==> config.mk <==
export PLATFORM = sky130hd
export DESIGN_NAME = pipe_stage_reg
export DESIGN_NICKNAME = d
export VERILOG_FILES = /design/src/rtl/pipe_stage_reg.sv
export SDC_FILE = /design/constraint.sdc
export NUM_CORES = 1
export LEC_CHECK = 0
export BUFFER_PORTS_ARGS = -buffer_cell sky130_fd_sc_hd__buf_2
export CAP_MARGIN = 20
export CORE_ASPECT_RATIO = 2
export CORE_MARGIN = 3
export CORE_UTILIZATION = 43
export CTS_BUF_LIST = sky130_fd_sc_hd__clkbuf_16
export DETAILED_ROUTE_END_ITERATION = 10
export HOLD_SLACK_MARGIN = 0.02
export PLACE_DENSITY = 0.78
export RECOVER_POWER = 100
export SLEW_MARGIN = 20
export SYNTH_ARGS = -nofsm -noshare
export SYNTH_HDL_FRONTEND = slang
export SYNTH_SLANG_ARGS = --single-unit
==> constraint.sdc <==
create_clock -name clk -period 1.83 [get_ports clk]
set_input_delay 0.0915 -clock clk [delete_from_list [all_inputs] [get_ports clk]]
set_output_delay 0.0915 -clock clk [all_outputs]
set_load 0.1 [all_outputs]
==> src/rtl/pipe_stage_reg.sv <==
// -----------------------------------------------------------------------------
// pipe_stage_reg
//   Inter-stage pipeline register for the MIPS datapath (F/D/E/M/W boundaries).
//   It carries a LANES-wide payload with per-lane instruction valids. A
//   valid/ready handshake controls flow. A flush kills every held beat.
//
// Configuration macro: PIPE_STAGE_REG_SKID_EN
//   defined   : 2-entry skid buffer (EMPTY/BUSY/FULL). in_ready is a flop, so
//               there is no combinational path from out_ready to in_ready.
//               Throughput is one beat per cycle.
//   undefined : single-entry register (EMPTY/BUSY).
//               in_ready = !out_valid | out_ready, which is combinational.
//
// Parameters
//   WIDTH       payload bits per lane
//   LANES       issue lanes per beat (1..4)
//   RESET_DATA  per-lane value of out_data after reset
//
// Ports
//   clk            rising-edge clock
//   reset          asynchronous active-high reset
//   flush          synchronous kill of all held beats (highest priority)
//   in_valid       producer offers a beat
//   in_ready       register accepts a beat this cycle
//   in_lane_valid  per-lane instruction valid of the offered beat
//   in_data        offered payload, lane i at [i*WIDTH +: WIDTH]
//   out_valid      beat presented to consumer
//   out_ready      consumer takes the beat this cycle
//   out_lane_valid per-lane valid of the presented beat (0 when !out_valid)
//   out_data       presented payload
// -----------------------------------------------------------------------------
module pipe_stage_reg #(
  parameter int               WIDTH      = 32,
  parameter int               LANES      = 1,
  parameter logic [WIDTH-1:0] RESET_DATA = '0
) (
  input  logic                   clk,
  input  logic                   reset,
  input  logic                   flush,
  input  logic                   in_valid,
  output logic                   in_ready,
  input  logic [LANES-1:0]       in_lane_valid,
  input  logic [LANES*WIDTH-1:0] in_data,
  output logic                   out_valid,
  input  logic                   out_ready,
  output logic [LANES-1:0]       out_lane_valid,
  output logic [LANES*WIDTH-1:0] out_data
);

  localparam logic [1:0] ST_EMPTY = 2'd0;
  localparam logic [1:0] ST_BUSY  = 2'd1;
  localparam logic [1:0] ST_FULL  = 2'd2;

  logic [1:0]             r_state;
  logic [1:0]             w_state_next;
  logic [LANES*WIDTH-1:0] r_main_data;
  logic [LANES-1:0]       r_main_lv;
  logic [LANES*WIDTH-1:0] w_reset_data;
  logic                   w_accept;
  logic                   w_emit;
  logic                   w_load_main_in;

  // Replicate the per-lane reset value across every lane.
  for (genvar gi = 0; gi < LANES; gi++) begin : g_reset_data
    assign w_reset_data[gi*WIDTH +: WIDTH] = RESET_DATA;
  end

  assign out_valid      = (r_state != ST_EMPTY);
  assign out_lane_valid = out_valid ? r_main_lv : '0;
  assign out_data       = r_main_data;
  assign w_accept       = in_valid & in_ready;
  assign w_emit         = out_valid & out_ready;

`ifdef PIPE_STAGE_REG_SKID_EN
  logic [LANES*WIDTH-1:0] r_skid_data;
  logic [LANES-1:0]       r_skid_lv;
  logic                   r_in_ready;
  logic                   w_load_main_skid;
  logic                   w_load_skid;

  assign in_ready = r_in_ready;

  always_comb begin
    w_state_next     = r_state;
    w_load_main_in   = 1'b0;
    w_load_main_skid = 1'b0;
    w_load_skid      = 1'b0;
    if (flush) begin
      w_state_next = ST_EMPTY;
    end else begin
      case (r_state)
        ST_EMPTY: begin
          if (w_accept) begin
            w_load_main_in = 1'b1;
            w_state_next   = ST_BUSY;
          end
        end
        ST_BUSY: begin
          if (w_accept && w_emit) begin
            w_load_main_in = 1'b1;
          end else if (w_accept) begin
            // The consumer stalled, so park the new beat behind the held one.
            w_load_skid  = 1'b1;
            w_state_next = ST_FULL;
          end else if (w_emit) begin
            w_state_next = ST_EMPTY;
          end
        end
        ST_FULL: begin
          if (w_emit) begin
            w_load_main_skid = 1'b1;
            w_state_next     = ST_BUSY;
          end
        end
        default: w_state_next = ST_EMPTY;
      endcase
    end
  end

  always_ff @(posedge clk or posedge reset) begin
    if (reset) begin
      r_skid_data <= '0;
      r_skid_lv   <= '0;
      r_in_ready  <= 1'b1;
    end else begin
      // in_ready is decided one cycle ahead from the next state.
      r_in_ready <= (w_state_next != ST_FULL);
      if (flush) begin
        r_skid_lv <= '0;
      end else if (w_load_skid) begin
        r_skid_data <= in_data;
        r_skid_lv   <= in_lane_valid;
      end
    end
  end

  always_ff @(posedge clk or posedge reset) begin
    if (reset) begin
      r_main_data <= w_reset_data;
      r_main_lv   <= '0;
    end else if (flush) begin
      r_main_lv <= '0;
    end else if (w_load_main_in) begin
      r_main_data <= in_data;
      r_main_lv   <= in_lane_valid;
    end else if (w_load_main_skid) begin
      r_main_data <= r_skid_data;
      r_main_lv   <= r_skid_lv;
    end
  end
`else
  // The register can take a beat when it is empty or is being drained.
  assign in_ready = (r_state == ST_EMPTY) | out_ready;

  always_comb begin
    w_state_next   = r_state;
    w_load_main_in = 1'b0;
    if (flush) begin
      w_state_next = ST_EMPTY;
    end else if (w_accept) begin
      w_load_main_in = 1'b1;
      w_state_next   = ST_BUSY;
    end else if (w_emit) begin
      w_state_next = ST_EMPTY;
    end
  end

  always_ff @(posedge clk or posedge reset) begin
    if (reset) begin
      r_main_data <= w_reset_data;
      r_main_lv   <= '0;
    end else if (flush) begin
      r_main_lv <= '0;
    end else if (w_load_main_in) begin
      r_main_data <= in_data;
      r_main_lv   <= in_lane_valid;
    end
  end
`endif

  always_ff @(posedge clk or posedge reset) begin
    if (reset) begin
      r_state <= ST_EMPTY;
    end else begin
      r_state <= w_state_next;
    end
  end

endmodule
## Word-level counts from Yosys, hierarchy flattened

Cells that the tools add are included.

- Reductions and logical operators: 5
- Mux-type cells: 8
- Bitwise operators: 4
- $mul: 0
- Divide/modulo/power cells: 0
- Order comparisons: 0
- Shifts and indexed selects: 0
- $add $sub $neg: 0
- Equality and inequality tests: 0

Operators with widths:

| operator | number |
|---|---|
| 2-bit two-way mux | 3 |
| 1-bit two-way mux | 5 |
| 2-bit nonzero test | 2 |
| 3-bit nonzero test | 1 |
| 1-bit AND | 2 |
| 2-bit zero test | 1 |
| 2-bit AND reduction | 1 |
| 1-bit inverter | 1 |
| 1-bit bitwise OR | 1 |

- Latch bits: 0
- RAM bits: 0
- Flip-flop bits (word level): 35
- Word-level logic and storage cells: 20
- Memories: 0
- Bits in read-only memories: 0

## Depth between registers and ports, before layout

- Depth after elaboration: 7
- Mapped depth: 4
- Mapped depth without buffers: 4

## Least setup slack after synthesis

No wires, ideal clock.

- Path type: register -> register
- From: register r_state[0]
- To: register r_main_lv
- Setup time: 126 ps
- Period minus slack after synthesis: 2091 ps
- Stages on the path, launching flop included: 5
- Arrival: 1965 ps
- Path buffers: 0
- Path slack: -261 ps
- Cells stage by stage: dfrtp_1 > nor2b_2 > inv_1 > nand3_1 > a21oi_1

- Longest elaborated chain between the ends: 6

Ends and longest elaborated chain:

| item | RTL line | source |
|---|---|---|
| start, declared | 54 | `logic [1:0] r_state;` |
| start signal, assigned | 185 | `r_state <= w_state_next;` |
| 2-bit zero test | 153 | `assign in_ready = (r_state == ST_EMPTY) \| out_ready;` |
| 1-bit bitwise OR | 153 |  |
| named net in_ready | 41 | `output logic in_ready,` |
| 1-bit AND | 71 | `assign w_accept = in_valid & in_ready;` |
| 1-bit two-way mux | 160 | `end else if (w_accept) begin` |
| 1-bit two-way mux | 158 | `if (flush) begin` |
| 2-bit nonzero test (no source line) | n/a |  |
| end signal, assigned | 176 | `r_main_lv <= in_lane_valid;` |
| end, declared | 57 | `logic [LANES-1:0] r_main_lv;` |

The timed path passes the listed nets, and every way through them passes these cells.
A chain may end at the register's enable or synchronous reset.

## Final worst setup path

- From: register r_state[0]
- To: register r_main_data[22], in the netlist out_data[22]

- Longest elaborated chain between the ends: 6

Ends and longest elaborated chain:

| item | RTL line | source |
|---|---|---|
| 2-bit zero test | 153 |  |
| 1-bit bitwise OR | 153 |  |
| 1-bit AND | 71 |  |
| 1-bit two-way mux | 160 |  |
| 1-bit two-way mux | 158 |  |
| 2-bit AND reduction (no source line) | n/a |  |
| end signal, assigned | 170 | `r_main_data <= w_reset_data;` |
| end signal, assigned | 175 | `r_main_data <= in_data;` |
| end, declared | 56 | `logic [LANES*WIDTH-1:0] r_main_data;` |

No other way between the ends.

==> impl_metrics.tcl <==
set metrics [dict create \
    status "finished clean" \
    avgViaCountPerCell 4.953 \
    combPwrFrac_pct 40.2 \
    grt_pass1_vias 999 \
    path_delay_family "flip-flops" \
    n_antenna_cell 0 \
    cts_made_buffers 5 \
    cts_max_level 2 \
    start_util_pct 46.08 \
    ys_types 11 \
    row_count 27 \
    cts_tree "yes" \
    crit_path_max_fanout 8 \
    synth_most_common_cell "dfrtp_1" \
    finClkSkew_ns 0.003826 \
    slew_headroom_pct 21.16 \
    cts_setup_buffers 0 \
    synth_top_area_share_pct 65.07 \
    met1_usage_pct 15.09 \
    busiest_layer "met2" \
    multi_input_area_um2 409.1 \
    p_sw_mw 1.420 \
    synthAdderAreaFrac_pct 0 \
    crit_arrival_ns 1.74 \
    async_flop_share_pct 100.0 \
    die_area_mm2 0.003778 \
    clock_path_buffers 2 \
    post-route-util_pct 65.21 \
    synthXorXnorAreaFrac_pct 0 \
    p_leak_nw 0.8820 \
    cts_resized 0 \
    drc 0 \
    track_usage_pct 16.34 \
    post-route-min-period_ns 1.592 \
    crit_path_end_kind "flop" \
    cts.root.buffer_cell "clkbuf_16" \
    yosys-top-cells-count "dfrtp_1, mux2_2, buf_6, inv_1" \
    swShare_pct 45.44 \
    critPathKind "reg2reg" \
    final.setup.tns_ns 0 \
    ys.flop_type "dfrtp_1" \
    clk_latency_ns 0.27 \
    via_count 946 \
    drive_above_1_share_pct 57.41 \
    num-nets-final 199 \
    grtUsageMet2_pct 28.55 \
    wl_per_cell_um 14.64 \
    stdcell_count 191 \
    vdd_ir_drop_max_mv 0.9844 \
    seq_area_frac_synth_pct 65.07 \
    clockPowerShare_pct 29.7 \
    dieWidth_um 44.99 \
    hp-class "in2reg" \
    hold_viol_final 0 \
    die_y_um 83.98 \
    max_cap_violations 0 \
    grt_max_degree 25 \
    postCtsHoldBufs 2 \
    synth.net_count 117 \
    drt_wl_total_um 2796 \
    ys_warn_count 0 \
    synthesis.area_mm2 0.001308 \
    synth.avg_cell_area_um2 16.55 \
    synth_top_area_cell "dfrtp_1" \
    firstDrtPassIters 2 \
    fillers 260 \
    startpoint_type "flop" \
    finalMaxSlewViolations 0 \
    path_clk_slew_ns 0.05 \
    grt-ovfl-total 0 \
    setup_viol 0 \
    synthTopCellsByArea "dfrtp_1, mux2_2, buf_6, mux2_1, nor3_4" \
    regArea_um2 852.1 \
    synthSimpleGateAreaFrac_pct 2.775 \
    worstMarginPinSlew_ns 1.188 \
    ant_nets 0 \
    synth_edf_count 0 \
    synth_top_family_by_area "multiplexers" \
    p_int_mw 1.705 \
    fin_crit_sh_pct 87.02 \
    synth_compound_area_share_pct 1.148 \
    power_density_mw_per_mm2 1689 \
    drt_iter0_drc 9 \
    rsz0062_at_grt "false" \
    dp_cells 181 \
    io-pin-count 73 \
    cp_cell_sequence "nor2b_1, nor3_4, clkbuf_1, mux2_2" \
    cts_num_sinks 34 \
    place.port_buffers 72 \
    antenna_found_initial 0 \
    cp_num_buf_inv 1 \
    gp_congestion 0.6523 \
    max_stage_delay_ns 0.40 \
    core_area_mm2 0.002838 \
    critPathRequiredTime_ns 1.98 \
    syn_inst 79 \
    critPathSlowestCell "dfrtp_2" \
    grt_pass1_wl_um 4402 \
    seq_power_share_pct 30.1 \
    ys_seq_elements 34 \
    area_growth_pct 41.53 \
    fmax_mhz 628.0 \
    dp_hpwl_um 2223 \
    muxShareOfSynthArea_pct 27.56 \
    use_met3_pct 5.400 \
]
-- worst register-to-register path, cell delays in order (launching register included) --
cell,delay [ns]
dfrtp_2,0.40
nor2b_1,0.17
nor3_4,0.13
clkbuf_1,0.36
mux2_2,0.40
-- metrics by stage --
step	instance area (µm²)	hold WS, ns	worst slack, ns	power, mW
2_1_floorplan	1309	0.1510	0.001785	2.019
3_3_place_gp	1702	0.1101	0.3622	2.213
3_5_place_dp	1702	0.1225	0.2916	2.236
4_1_cts	1888	0.04045	0.2843	3.182
5_1_grt	1851	0.04321	0.1331	3.222
6_report	1851	0.04340	0.2375	3.125
-- flip-flops by register name, indices dropped and copies added (netlist names) --
signal	cells
r_state	1
r_main_lv	1
out_data	32
-- metal layers --
layer / vias up / routed length, µm
met5: - / 0
met2: 48 / 1591
met3: 8 / 212
li1: 434 / -
met1: 456 / 913
met4: 0 / 79
-- power groups by stage --
stage,combinational [mW],clock (mW),sequential [mW]
after detailed placement,1.29,0,0.951
after global placement,1.27,0,0.941
final,1.26,0.930,0.940
after floorplan,0.166,0,1.85
after CTS,1.29,0.950,0.940
after global routing,1.29,0.975,0.959
-- cell type report --
type / count / share of cell area, %
timing repair buffer: 78 / 20.28
inverter: 3 / 0.6085
multi-input combinational: 39 / 22.11
clock buffer: 5 / 6.761
clock inverter: 3 / 2.231
tap: 29 / 1.961
sequential: 34 / 46.04
-- cell usage in the layout, fill, tap and decap left out --
master | Yosys | layout
a21oi_1 | 2 | 2
and2_1 | 1 | 1
buf_2 | 0 | 37
buf_4 | 0 | 1
bufinv_16 | 0 | 1
clkbuf_1 | 0 | 22
clkbuf_16 | 0 | 5
clkbuf_2 | 0 | 16
clkinvlp_4 | 0 | 1
dfrtp_1 | 34 | 33
dfrtp_2 | 0 | 1
dlygate4sd3_1 | 0 | 2
inv_1 | 3 | 4
mux2_1 | 2 | 2
mux2_2 | 30 | 30
nand3_1 | 1 | 1
nor2b_1 | 0 | 1
nor3_4 | 1 | 1
o21ai_0 | 1 | 1
-- cells by family after synthesis --
kind of cell / Yosys count
DFF: 34
buffers and inverters: 6
AOI/OAI and AO/OA: 3
and+or+nand+nor: 4
muxes: 32
-- final timing paths --
kind | start | endpoint | slack, ns | depth (start not counted)
min reg2reg | out_data[25] | out_data[25] | 0.48 | 1
min | in_data[25] | out_data[25] | 0.04 | 2
max reg2reg | r_state[0] | out_data[22] | 0.24 | 4
min in group asynchronous | reset | out_data[6] | 0.58 | 4
max in group asynchronous | reset | r_state[0] | 0.44 | 4
max | r_state[0] | out_data[22] | 0.24 | 4
Power figures use the tool's default switching activity.
